--- config.mk ---
export PLATFORM = sky130hd
export DESIGN_NAME = distance
export DESIGN_NICKNAME = d
export VERILOG_FILES = /design/src/rtl/distance_pkg.sv /design/src/rtl/distance_isqrt_stage.sv /design/src/rtl/distance.sv
export SDC_FILE = /design/constraint.sdc
export NUM_CORES = 1
export LEC_CHECK = 0
export BUFFER_PORTS_ARGS = -buffer_cell sky130_fd_sc_hd__buf_4
export CAP_MARGIN = 20
export CORE_ASPECT_RATIO = 1.75
export CORE_MARGIN = 1
export CORE_UTILIZATION = 50
export DETAILED_ROUTE_END_ITERATION = 8
export GPL_TIMING_DRIVEN = 1
export PLACE_DENSITY_LB_ADDON = 0.12
export SLEW_MARGIN = 20
export SYNTH_ARGS = -nofsm -noshare
export SYNTH_HDL_FRONTEND = slang
export SYNTH_HIERARCHICAL = 1
export SYNTH_SLANG_ARGS = --single-unit
export TNS_END_PERCENT = 10
--- constraint.sdc ---
create_clock -name clk -period 4.55 [get_ports clk]
set_input_delay 0.2275 -clock clk [delete_from_list [all_inputs] [get_ports clk]]
set_output_delay 0.2275 -clock clk [all_outputs]
set_load 0.02 [all_outputs]
--- src/rtl/distance_pkg.sv ---
// Shared widths and latency for the distance pipeline, plus the absolute-difference helper.
package distance_pkg;

  localparam int COORD_W    = 8;
  localparam int PROD_W     = 2 * COORD_W;
  localparam int SQ_W       = 17;
  localparam int ROOT_W     = 9;
  localparam int RES_W      = 32;
  localparam int LATENCY    = 12;
  localparam int PRE_STAGES = 3;
  localparam int SQ_ALIGN   = LATENCY - PRE_STAGES;
  // Wide enough for (root << 9) + (1 << 16) without overflow.
  localparam int TRIAL_W    = SQ_W + 3;

  function automatic logic [COORD_W-1:0] abs_diff(input logic [COORD_W-1:0] a,
                                                  input logic [COORD_W-1:0] b);
    return (a >= b) ? (a - b) : (b - a);
  endfunction

endpackage

--- src/rtl/distance_isqrt_stage.sv ---
// One registered iteration of the restoring square root: decides root bit BIT.
module isqrt_stage
  import distance_pkg::*;
#(
  parameter int BIT = 0
) (
  input  logic              clk,
  input  logic              rst,
  input  logic [SQ_W-1:0]   rem_i,
  input  logic [ROOT_W-1:0] root_i,
  output logic [SQ_W-1:0]   rem_o,
  output logic [ROOT_W-1:0] root_o
);

  logic [TRIAL_W-1:0] trial;
  logic [SQ_W-1:0]    rem_d;
  logic [ROOT_W-1:0]  root_d;

  // trial = (root + 2^BIT)^2 - root^2, the cost of setting this bit.
  always_comb begin
    // NOTE: every always_comb output gets a default first so no path can infer a latch.
    rem_d  = rem_i;
    root_d = root_i;
    trial  = (TRIAL_W'(root_i) << (BIT + 1)) + (TRIAL_W'(1) << (2 * BIT));
    if (TRIAL_W'(rem_i) >= trial) begin
      rem_d  = rem_i - trial[SQ_W-1:0];
      root_d = root_i | (ROOT_W'(1) << BIT);
    end
  end

  // NOTE: state uses non-blocking assignments so all stages update from pre-edge values.
  always_ff @(posedge clk or posedge rst) begin
    if (rst) begin
      rem_o  <= '0;
      root_o <= '0;
    end else begin
      rem_o  <= rem_d;
      root_o <= root_d;
    end
  end

endmodule

--- src/rtl/distance.sv ---
// Fully pipelined floor Euclidean distance, 12-cycle latency.
// Define DISTANCE_SQ_OUT_EN to add the aligned sum-of-squares output sq.
module distance
  import distance_pkg::*;
(
  input  logic               clk,
  input  logic               rst,
  input  logic [COORD_W-1:0] x1,
  input  logic [COORD_W-1:0] y1,
  input  logic [COORD_W-1:0] x2,
  input  logic [COORD_W-1:0] y2,
  output logic [RES_W-1:0]   res
`ifdef DISTANCE_SQ_OUT_EN
  ,
  output logic [RES_W-1:0]   sq
`endif
);

  logic [COORD_W-1:0] dx_q, dy_q, dx_d, dy_d;
  logic [PROD_W-1:0]  sqx_q, sqy_q, sqx_d, sqy_d;
  logic [SQ_W-1:0]    sum_q, sum_d;

  always_comb begin
    dx_d  = abs_diff(x1, x2);
    dy_d  = abs_diff(y1, y2);
    sqx_d = PROD_W'(dx_q) * PROD_W'(dx_q);
    sqy_d = PROD_W'(dy_q) * PROD_W'(dy_q);
    sum_d = SQ_W'(sqx_q) + SQ_W'(sqy_q);
  end

  always_ff @(posedge clk or posedge rst) begin
    if (rst) begin
      dx_q  <= '0;
      dy_q  <= '0;
      sqx_q <= '0;
      sqy_q <= '0;
      sum_q <= '0;
    end else begin
      dx_q  <= dx_d;
      dy_q  <= dy_d;
      sqx_q <= sqx_d;
      sqy_q <= sqy_d;
      sum_q <= sum_d;
    end
  end

  // Index 0 is the stage-3 sum; index k holds the result after k root bits.
  logic [SQ_W-1:0]   rem_c  [0:ROOT_W];
  logic [ROOT_W-1:0] root_c [0:ROOT_W];

  assign rem_c[0]  = sum_q;
  assign root_c[0] = '0;

  for (genvar i = 0; i < ROOT_W; i++) begin : g_sqrt
    isqrt_stage #(
      .BIT (ROOT_W - 1 - i)
    ) u_stage (
      .clk    (clk),
      .rst    (rst),
      .rem_i  (rem_c[i]),
      .root_i (root_c[i]),
      .rem_o  (rem_c[i+1]),
      .root_o (root_c[i+1])
    );
  end

  assign res = RES_W'(root_c[ROOT_W]);

`ifdef DISTANCE_SQ_OUT_EN
  logic [SQ_W-1:0] sq_pipe_q [SQ_ALIGN];

  // NOTE: this delay line is flushed by reset like every other pipeline register.
  always_ff @(posedge clk or posedge rst) begin
    if (rst) begin
      for (int i = 0; i < SQ_ALIGN; i++) sq_pipe_q[i] <= '0;
    end else begin
      sq_pipe_q[0] <= sum_q;
      for (int i = 1; i < SQ_ALIGN; i++) sq_pipe_q[i] <= sq_pipe_q[i-1];
    end
  end

  assign sq = RES_W'(sq_pipe_q[SQ_ALIGN-1]);
`endif

endmodule

# Yosys cells after proc, flatten, opt, wreduce, memory -nomap -nowiden
# Cells that the tools add are included.
# totals
ramBits,0
rom_bits,0
wordCells,75
latchBits,0
ff_bits,282
mem_count,0
# classes
reduce_logical,0
n_lt_le_gt_ge,11
n_mux,19
bitwise,0
shift,0
div_mod_pow,0
mul,2
n_eq_ne,0
n_addsub,21
# ops
operator,count
$ge 17x20->1,8
$mux 17,8
$sub 17x17->17,7
$mul 8x8->16,2
$sub 8x8->8,4
$mux 8,3
$add 17x15->18 const B,1
$add 16x13->17 const B,1
$add 16x16->17,1
$ge 17x17->1 const B,1
$sub 17x17->17 const B,1
$add 15x11->16 const B,1
$ge 8x8->1,2
$add 14x9->15 const B,1
$add 13x7->14 const B,1
$add 12x5->13 const B,1
$add 11x3->12 const B,1
$add 10x1->11 const B,1
$mux 9,1
$mux 7,1
$mux 6,1
$mux 5,1
$mux 4,1
$mux 3,1
2 further kinds,2

# Depth between registers and ports, before layout
# Gate-level depths: netlist of run 1.
# logic_depth
word_depth,3
ltp_mapped,17
depth_no_buf,16

# Cells and area by module
# The synthesis of run 1 kept the hierarchy.
# modules_own_cells
module,instances,area_each_um2,cells_per_inst
distance,1,6800.3,709
isqrt_stage (g_sqrt[7].u_stage),1,1555.2,144
isqrt_stage (g_sqrt[6].u_stage),1,1551.5,145
isqrt_stage (g_sqrt[8].u_stage),1,1531.5,150
isqrt_stage (g_sqrt[3].u_stage),1,1475.2,129
isqrt_stage (g_sqrt[4].u_stage),1,1471.4,133
isqrt_stage (g_sqrt[5].u_stage),1,1443.9,139
isqrt_stage (g_sqrt[2].u_stage),1,1432.6,125
isqrt_stage (g_sqrt[1].u_stage),1,1286.2,106
isqrt_stage (g_sqrt[0].u_stage),1,1249.9,101

# Worst setup path before layout of run 1
# OpenSTA, ideal clock, no wires.
# synth_timing
path_type,register -> register
from,reg dy_q[1]
to,reg sqy_q[15]
path_buffers,1
path_stages_with_launch,15
setup_time_ns,0.125
path_slack_ns,0.428
arrival_time_ns,3.997
cell_sequence,dfrtp_1 -> clkbuf_1 -> and2_1 -> fa_1 -> fa_1 -> inv_1 -> fa_1 -> fa_1 -> inv_1 -> ha_1 -> o21ai_0 -> o31a_1 -> o21ai_0 -> a21oi_1 -> xor2_1
# synth_between
elab_chain_len,1
# synth_rtl
item,line_no,text
"start, declared",distance.sv:19,"logic [COORD_W-1:0] dx_q, dy_q, dx_d, dy_d;"
"start signal, assigned",distance.sv:40,dy_q <= dy_d;
$mul 8x8->16,distance.sv:27,sqy_d = PROD_W'(dy_q) * PROD_W'(dy_q);
net sqy_d[15],distance.sv:20,"logic [PROD_W-1:0] sqx_q, sqy_q, sqx_d, sqy_d;"
"end signal, assigned",distance.sv:42,sqy_q <= sqy_d;
"end, declared",distance.sv:20,
# The timed path passes the listed nets, and every way through them passes these cells.

# Worst setup path after layout of run 1
# layout_timing
from,reg dy_q[2]
to,reg sqy_q[12]
# The elaborated chain is that of the path after synthesis.

==> results.md, run 1 <==
- Vias: between 10000 and 15000
- CP Launch Point: dy_q[2]
- DRC viols: 0
- Slew Limit Fails: 0
- Syn Inst Count: about 1800
- Final wirelength: ~39000 µm
- RSZ-0062 raised after global routing: no
- HPWL after DPL: about 33000 µm
- CP max FO: 7
- Synth warnings: 6
- Max Root-Sink Buffers: 3
- Clock latency on the worst-skew pair: 0.56 ns
- WS Path Type: flip-flop to flip-flop
- Worst R2R Setup Slack: 0.26 ns
- Cts bufs inserted: 28
- # nets final: approximately 2100
- Setup tns final: 0 ns
- I/O Buffers: 42
- Commonest cells after routing, fill and taps aside: dfrtp_1 (280), inv_1 (210), ha_1 (202)
- Total iterations of the first detailed-routing run: 5
- Depth of the CTS H-tree: 1
- Wire per inst: between 15 and 20 µm
- Commonest non-fill, non-tap cell in the layout: dfrtp_1
- Worst setup SP type: flip-flop
- Syn avg cell area: approximately 11 µm²
- Clock sink count: 280
- Vias in the first global route: 13300
- Placer Congestion: about 0.89
- Clk pin slew, worst setup/hold paths: 0.07 ns
- MaxCap Viol Count: 0
- Gr ovfl total: 0
- Outcome: complete, no violations
- Antenna violations before repair: 0
- Die width: between 100 and 150 µm
- Worst EP required: slightly above 5 ns
- Vias/cell: about 5.4
- CP arrival: 4.76 ns
- Die H: 258 µm
- Hold path start: y2[1]
- Total Routing Usage GR: between 20% and 30%
- IO Count: 66
- Syn Std Cell Area: around 0.019 mm²
- Post-route clock period utilization: 94.2%
- Max-slew headroom: 36.3%
- Worst setup EP type: flip-flop
- Slew @ Worst Pin: ~0.95 ns
- Largest net degree at the start of global routing: 64
- Final antenna-violating net count: 0
- Max Clock Freq: between 200 and 250 MHz
- Rows: 93
- Share of cells above drive strength 1: around 11%
- Clock period minus worst slack: roughly 4.3 ns
- Die ar.: approximately 0.038 mm²
- CTS tree: done
- Core box area: ~0.037 mm²
- P&R area growth vs syn: 9.39%
- Clk_skew: 0.0140 ns
- Hold Fails Final Rpt: 0
- Ant. Diodes: 0
- First-pass GRT wire length: 64900 µm
- Hold WC Path Type: primary input to flip-flop
- Clk root buf: clkbuf_16
- Drt initial violations: about 420
- Reg2reg start: dy_q[2]
- Setup violators final: 0
- Starting density of the core: between 50% and 60%
==> layout make-up <==
type	instances	area (µm²)
inverters	216	811
repair buffers	50	383
clock inverters	15	154
flip-flops and latches	280	7010
fillers	3247	16300
well taps	475	594
clock buffers	36	812
multi-input cells	1273	10800
==> routing by layer <==
layer,track usage (%),vias to the layer above,part of all wire (%)
li1,-,6205,-
met1,20.1,6225,34
met2,45.7,118,61
met3,1.94,63,1.8
met4,6.64,0,2.7
met5,0,-,0
==> critical path: stages, from the launching register on <==
cell	delay (ns)
dfrtp_1	0.46
inv_1	0.16
nor2_1	0.11
ha_1	0.19
or2_2	0.30
fa_1	0.48
inv_1	0.05
fa_1	0.47
fa_1	0.54
inv_1	0.05
ha_1	0.32
o21ai_0	0.32
a21oi_1	0.18
a31o_2	0.28
a21oi_1	0.17
xnor2_1	0.14
==> sequential cells by signal (all words and copies together), names as in the netlist <==
signal and count:
dx_q 8, dy_q 8, sqy_q 15, g_sqrt.u_stage/root_o 81
g_sqrt.u_stage/rem_o 136, sqx_q 15, sum_q 17
==> worst paths after layout <==
kind / endpoint / cells after the start
max: sqy_q[12] / 15
min: dy_q[1] / 3
max reg2reg: sqy_q[12] / 15
min reg2reg: g_sqrt[2].u_stage/rem_o[4] / 0
max in group asynchronous: g_sqrt[4].u_stage/root_o[6] / 3
min in group asynchronous: g_sqrt[8].u_stage/root_o[4] / 3
==> per-stage QoR <==
stage / hold WS, ns / setup slack [ns] / cells / instance area (µm²) / util [%]
3_3_place_gp: 0.290 / 0.253 / 2291 / 19500 / 53.0
5_1_grt: 0.0488 / 0.0280 / 2345 / 20500 / 55.7
3_5_place_dp: 0.315 / 0.200 / 2291 / 19500 / 53.0
6_report: 0.0408 / 0.264 / 2345 / 20500 / 55.7
4_1_cts: 0.0180 / 0.179 / 2345 / 20500 / 55.7
2_1_floorplan: 0.0554 / 0.428 / 1820 / 18900 / -
==> repair_timing <==
| action | CTS | global route |
|---|---|---|
| setup endpoints to repair | 0 | 1 |
| gates resized for setup | 0 | 2 |
| endpoints found under the hold margin | 164 | 0 |
| setup buffers | 0 | 0 |
| hold buffers | 3 | 0 |
Power of run 1 is left out: the tool's default activity adds up to more than one toggle a clock period on the data nets, which glitch-free logic cannot reach.
==> run 2: changes to the inputs <==
--- a/config.mk
+++ b/config.mk
@@ -5,8 +5,9 @@
 export SDC_FILE = /design/constraint.sdc
 export NUM_CORES = 1
 export LEC_CHECK = 0
+export ABC_AREA = 1
 export BUFFER_PORTS_ARGS = -buffer_cell sky130_fd_sc_hd__buf_4
-export CAP_MARGIN = 20
+export CAP_MARGIN = 15
 export CORE_ASPECT_RATIO = 1.75
 export CORE_MARGIN = 1
 export CORE_UTILIZATION = 50
==> results.md, run 2 <==
- Outcome: complete, no violations
- MaxCap Viol Count: 0
- Leak: 13.3 nW
- Clk root buf: clkbuf_16
- Final Util: a little over half
- Die width: 159 µm
- Hold Fails Final Rpt: 0
- RSZ-0062 raised after global routing: no
- Syn Inst Count: 2844
- Commonest non-fill, non-tap cell in the layout: nand2_1
- Worst setup SP type: flip-flop
- Worst setup EP type: flip-flop
- Antenna violations before repair: 0
- Setup tns final: 0 ns
- Maximum VDD drop: between 900 and 1000 µV
- Die H: around 280 µm
- Post-CTS Setup Bufs: 0
- WS Path Type: flip-flop to flip-flop
- # nets final: around 3200
- Overall power: slightly below 20 mW
- Syn Std Cell Area: 0.0215 mm²
- Total Routing Usage GR: a little under a quarter
- Post-route clock period utilization: around 88%
- Clock period minus worst slack: roughly 4 ns
- Starting density of the core: between 50 and 60%
- DP Area: around 0.022 mm²
- CP arrival: around 4.4 ns
- Gr ovfl total: 0
- Reg area: about 0.0070 mm²
- Vias/cell: a little under 5
- Total iterations of the first detailed-routing run: 6
- Largest register by flop count: g_sqrt.u_stage/rem_o
- Clk_skew: around 0.01 ns
- Final wirelength: between 50000 and 60000 µm
- Setup violators final: 0
- Die ar.: around 0.044 mm²
- P&R area growth vs syn: 8.14%
- CP bufs+invs: 3
- Wire per inst: between 10 and 15 µm
- Crit-path most repeated cell: nand2_1
- Max-slew headroom: a little over a third
- Placer Congestion: approximately 0.94
- Drt initial violations: 735
- Post-route cell area: roughly 0.023 mm²
- Commonest cells after routing, fill and taps aside: nand2_1 (862), inv_1 (557), dfrtp_1 (280)
- Ant. Diodes: 0
- Final antenna-violating net count: 0
- CP max FO: 10
- Max Clock Freq: between 200 and 300 MHz
- Fillcell total: roughly 4200
- IO Count: 66
- Clock latency on the worst-skew pair: roughly 0.56 ns
- Max stage delay on crit path: roughly 0.56 ns
- Hold WC Path Type: primary input to flip-flop
- Synth warnings: 6
- Slew Limit Fails: 0
- Core box area: between 0.04 and 0.05 mm²
- Rows: 100
- Largest net degree at the start of global routing: 64
- Vias: 17200
- Clk pin slew, worst setup/hold paths: roughly 0.070 ns
- Multi-input logic area: approximately 0.012 mm²
- Slowest CP cell: dfrtp_1
- Clock sink count: 280
- Largest register FFs: roughly 140
- Family with the most delay on the worst path: adder cells
- Slew @ Worst Pin: between 0.9 and 1 ns
- CTS tree: done
- I/O Buffers: 42
- HPWL after DPL: 42600 µm
- First-pass GRT wire length: between 80000 and 90000 µm
- Worst EP required: 5.00 ns
- Biggest regs: g_sqrt.u_stage/rem_o (136), g_sqrt.u_stage/root_o (81), sum_q (17)
- Power Density: just over 800 mW/mm²
- DRC viols: 0
- Crit path cell chain: nand2_1 -> inv_1 -> fa_1 -> fa_1 -> fa_1 -> inv_1 -> fa_1 -> inv_1 -> ha_1 -> a21oi_1 -> nand2_1 -> nand2_1 -> nand3_1 -> nand2_1 -> nand2_1
- Depth of the CTS H-tree: 1
- Cts bufs inserted: 28
- Vias in the first global route: ~18000
- Share of cells above drive strength 1: under 10%
- Max Root-Sink Buffers: 3
- Syn avg cell area: ~7.6 µm²
## run 2: changes by cell type in the layout (fill, tap and decap cells not counted), sizes merged, moves of 24 or more
cell	before	now
nand2	96	913
inv	211	581
nand3	50	198
nor2	64	188
nand4	10	78
mux2	50	0
o21ai	69	23
xnor2	75	34
and2	45	6
a21o	36	4
a21oi	105	77
mux2i	28	1
nand2b	25	0
nor2b	24	0
## run 2: final timing paths
check | cells past startpoint | end | start | slack, ns
max | 15 | sqx_q[14] | dx_q[5] | 0.56
min reg2reg | 0 | g_sqrt[1].u_stage/root_o[2] | g_sqrt[0].u_stage/root_o[2] | 0.37
max in group asynchronous | 3 | g_sqrt[5].u_stage/rem_o[14] | rst | 3.41
min in group asynchronous | 3 | g_sqrt[8].u_stage/root_o[1] | rst | 0.30
max reg2reg | 15 | sqx_q[14] | dx_q[5] | 0.56
min | 3 | dx_q[0] | x2[0] | 0.07
## run 2: stage by stage
step                      hold WS (ns)  worst slack, ns  std cells
after floorplan                 0.0554            0.711       2886
after detailed placement         0.307            0.554       3429
final                           0.0687            0.557       3483
after global routing            0.0674            0.281       3483
after CTS                       0.0320            0.552       3483
after global placement           0.289            0.606       3429
## run 2: final cells by class
type | instances | share of cell area [%]
well taps | 561 | 3.02
multi-input cells | 1956 | 51.6
repair buffers | 46 | 1.51
inverters | 588 | 9.51
flip-flops and latches | 280 | 30.1
clock inverters | 14 | 0.716
clock buffers | 38 | 3.53
## run 2: worst min-delay path: stages
cell   delay, ns
buf_4       0.08
ha_1        0.17
inv_1       0.09
## run 2: repair_timing
| action | CTS | global route |
|---|---|---|
| hold endpoints to repair | 81 | 0 |
| hold buffers | 2 | 0 |
| resized for setup | 0 | 0 |
## run 2: layer usage
metal / wire (µm) / part of all wire, % / track usage (%) / vias to the layer above
li1: - / - / - / 8734
met1: 17300 / 34 / 21.4 / 8138
met2: 29700 / 59 / 49.8 / 252
met3: 1060 / 2.1 / 1.77 / 120
met4: 2350 / 4.7 / 11.5 / 0
met5: 0 / 0 / 0 / -
## run 2: where the power goes
part	switching, mW	internal, mW
logic	7.89	4.64
registers	0.794	3.55
clock network	0.984	1.44
Power figures use the tool's default switching activity.
==> run 3: changes to the inputs <==
--- a/config.mk
+++ b/config.mk
@@ -13,7 +13,7 @@
 export CORE_UTILIZATION = 50
 export DETAILED_ROUTE_END_ITERATION = 8
 export GPL_TIMING_DRIVEN = 1
-export PLACE_DENSITY_LB_ADDON = 0.12
+export PLACE_DENSITY = 0.69
 export SLEW_MARGIN = 20
 export SYNTH_ARGS = -nofsm -noshare
 export SYNTH_HDL_FRONTEND = slang
==> results.md, run 3 (synthesis results as in run 2) <==
- HPWL after DPL: ~42000 µm
- Commonest non-fill, non-tap cell in the layout: nand2_1
- Final antenna-violating net count: 0
- Reg area: roughly 0.007 mm²
- I/O Buffers: 42
- CP arrival: 4.46 ns
- MaxCap Viol Count: 0
- Max Root-Sink Buffers: 3
- Maximum VDD drop: 1050 µV
- Largest register by flop count: g_sqrt.u_stage/rem_o
- Depth of the CTS H-tree: 1
- Drt initial violations: 770
- Largest register FFs: 136
- Switching pwr: around 9.7 mW
- Total Routing Usage GR: 23.6%
- Placer Congestion: 0.946
- P&R area growth vs syn: 8.26%
- Net Sw Frac: between 40% and 50%
- Vias: around 18000
- DP Area: between 0.02 and 0.025 mm²
- Worst hold stages: 3
- Ant. Diodes: 0
- Slew Limit Fails: 0
- Max stage delay on crit path: ~0.57 ns
- Commonest cells after routing, fill and taps aside: nand2_1 (862), inv_1 (556), dfrtp_1 (280)
- Fillcell total: between 3000 and 4000
- Clock sink count: 280
- Worst setup SP type: flip-flop
- Post-CTS Setup Bufs: 0
- Total iterations of the first detailed-routing run: 5
- Max-slew headroom: 34.2%
- Combinational power share: between 60% and 70%
- CP Launch Point: dx_q[5]
- Setup tns final: 0 ns
- Reg2reg start: dx_q[5]
- Largest net degree at the start of global routing: between 60 and 70
- # nets final: around 3200
- Core box area: roughly 0.042 mm²
- P_int: 9.69 mW
- Post-route clock period utilization: a little under 90%
- Biggest regs: g_sqrt.u_stage/rem_o (136), g_sqrt.u_stage/root_o (81), sum_q (17)
- Clk_skew: 0.0331 ns
- Rows: 100
- IO Count: 66
- Clock latency on the worst-skew pair: between 0.5 and 0.6 ns
- CTS tree: done
- Hold WC Path Type: primary input to flip-flop
- Cts bufs inserted: 28
- Multi-input logic area: 0.0120 mm²
- Power Density: ~830 mW/mm²
- Vias in the first global route: between 15000 and 20000
- Slowest CP cell: dfrtp_1
- Share of cells above drive strength 1: under 10%
- Power share of the sequential group: approximately 22%
- Vias/cell: between 5 and 6
- Die ar.: ~0.044 mm²
- Outcome: complete, no violations
- Starting density of the core: roughly half
- Leak: 13.3 nW
- Die width: ~160 µm
- Antenna violations before repair: 0
- Crit-path most repeated cell: nand2_1
- Worst EP required: 5.02 ns
- Reg2reg path depth: 15
- Max Clock Freq: around 250 MHz
- Clk root buf: clkbuf_16
- Die H: approximately 280 µm
- Slew @ Worst Pin: ~1 ns
- Post-CTS sizing: 0
- Clock period minus worst slack: about 4.0 ns
- Setup violators final: 0
- Reg2reg end: sqx_q[13]
- Worst setup EP type: flip-flop
- RSZ-0062 raised after global routing: no
- Final wirelength: between 50000 and 60000 µm
- Worst R2R Setup Slack: 0.56 ns
- Post-route cell area: approximately 0.023 mm²
- WS Path Type: flip-flop to flip-flop
- Hold Fails Final Rpt: 0
- CP max FO: 10
- Clk pin slew, worst setup/hold paths: about 0.070 ns
- Final Util: between 50% and 60%
- Crit path capture: sqx_q[13]
- Crit path cell chain: nand2_1 -> inv_1 -> fa_1 -> fa_1 -> inv_1 -> fa_1 -> fa_1 -> inv_1 -> ha_1 -> nand2_1 -> nand2_1 -> o21ai_0 -> nand3_1 -> nand2_1 -> nand2_1
- Gr ovfl total: 0
- First-pass GRT wire length: ~84000 µm
- Hold path start: y2[0]
- Wire per inst: ~14 µm
- Clk pwr share: a little over an eighth
- DRC viols: 0
==> run 3: cell types whose count changed in the layout (fill, tap and decap cells not counted), moves of 2 or more <==
cell,delta
clkbuf_1,+3
inv_6,-3
bufinv_16,+3
clkbuf_8,-3
inv_2,+2
clkinv_4,-2
==> run 3: worst min-delay path by stage <==
stage / slack, ns / to
2_1_floorplan: 0.06 / g_sqrt[8].u_stage/root_o[0]
3_3_place_gp: 0.29 / g_sqrt[8].u_stage/root_o[1]
3_5_place_dp: 0.31 / g_sqrt[8].u_stage/root_o[1]
4_1_cts: 0.007 / dx_q[0]
5_1_grt: 0.04 / dy_q[0]
6_report: 0.03 / dy_q[0]
==> run 3: power groups by stage <==
stage                     Clock, mW  Combinational, mW  Sequential, mW
after floorplan                   0               10.0            4.03
after global placement            0               12.2            4.33
after detailed placement          0               12.5            4.35
after CTS                      2.61               12.6            4.31
after global routing           2.71               14.4            4.40
final                          2.55               12.5            4.30
==> run 3: critical path: cells and delay by family, from the launching register on <==
family                   cells  cell delay (ns)
adder cells (fa/ha/maj)      5             2.38
flip-flops                   1             0.57
AND/OR/NAND/NOR              6             0.49
AO/OA/AOI/OAI                1             0.22
buffers and inverters        3             0.21
==> run 3: layout make-up <==
| type | instances | share of cell area, % |
|---|---|---|
| repair buffers | 45 | 1.47 |
| inverters | 588 | 9.50 |
| flip-flops and latches | 280 | 30.1 |
| well taps | 561 | 3.02 |
| clock inverters | 14 | 1.09 |
| multi-input cells | 1956 | 51.5 |
| clock buffers | 37 | 3.29 |
==> run 3: repair_timing <==
action | 4_1_cts | 5_1_grt
setup endpoints to repair | 0 | 0
hold endpoints to repair | 167 | 1
hold buffers | 1 | 1
==> run 3: metrics by stage <==
step	hold WS [ns]	power [mW]	instances	worst slack (ns)
after floorplan	0.0554	14.0	2886	0.711
after global placement	0.290	16.5	3428	0.611
after detailed placement	0.309	16.8	3428	0.546
after CTS	0.00701	19.5	3480	0.565
after global routing	0.0401	21.5	3481	0.241
final	0.0264	19.3	3481	0.562
==> run 3: layer usage <==
layer / routed length, µm / GRT usage [%] / part of all wire, %
met5: 0 / 0 / 0
met4: 3640 / 16.5 / 7.2
met3: 1410 / 2.43 / 2.8
met2: 29100 / 48.4 / 58
met1: 16300 / 20.8 / 32
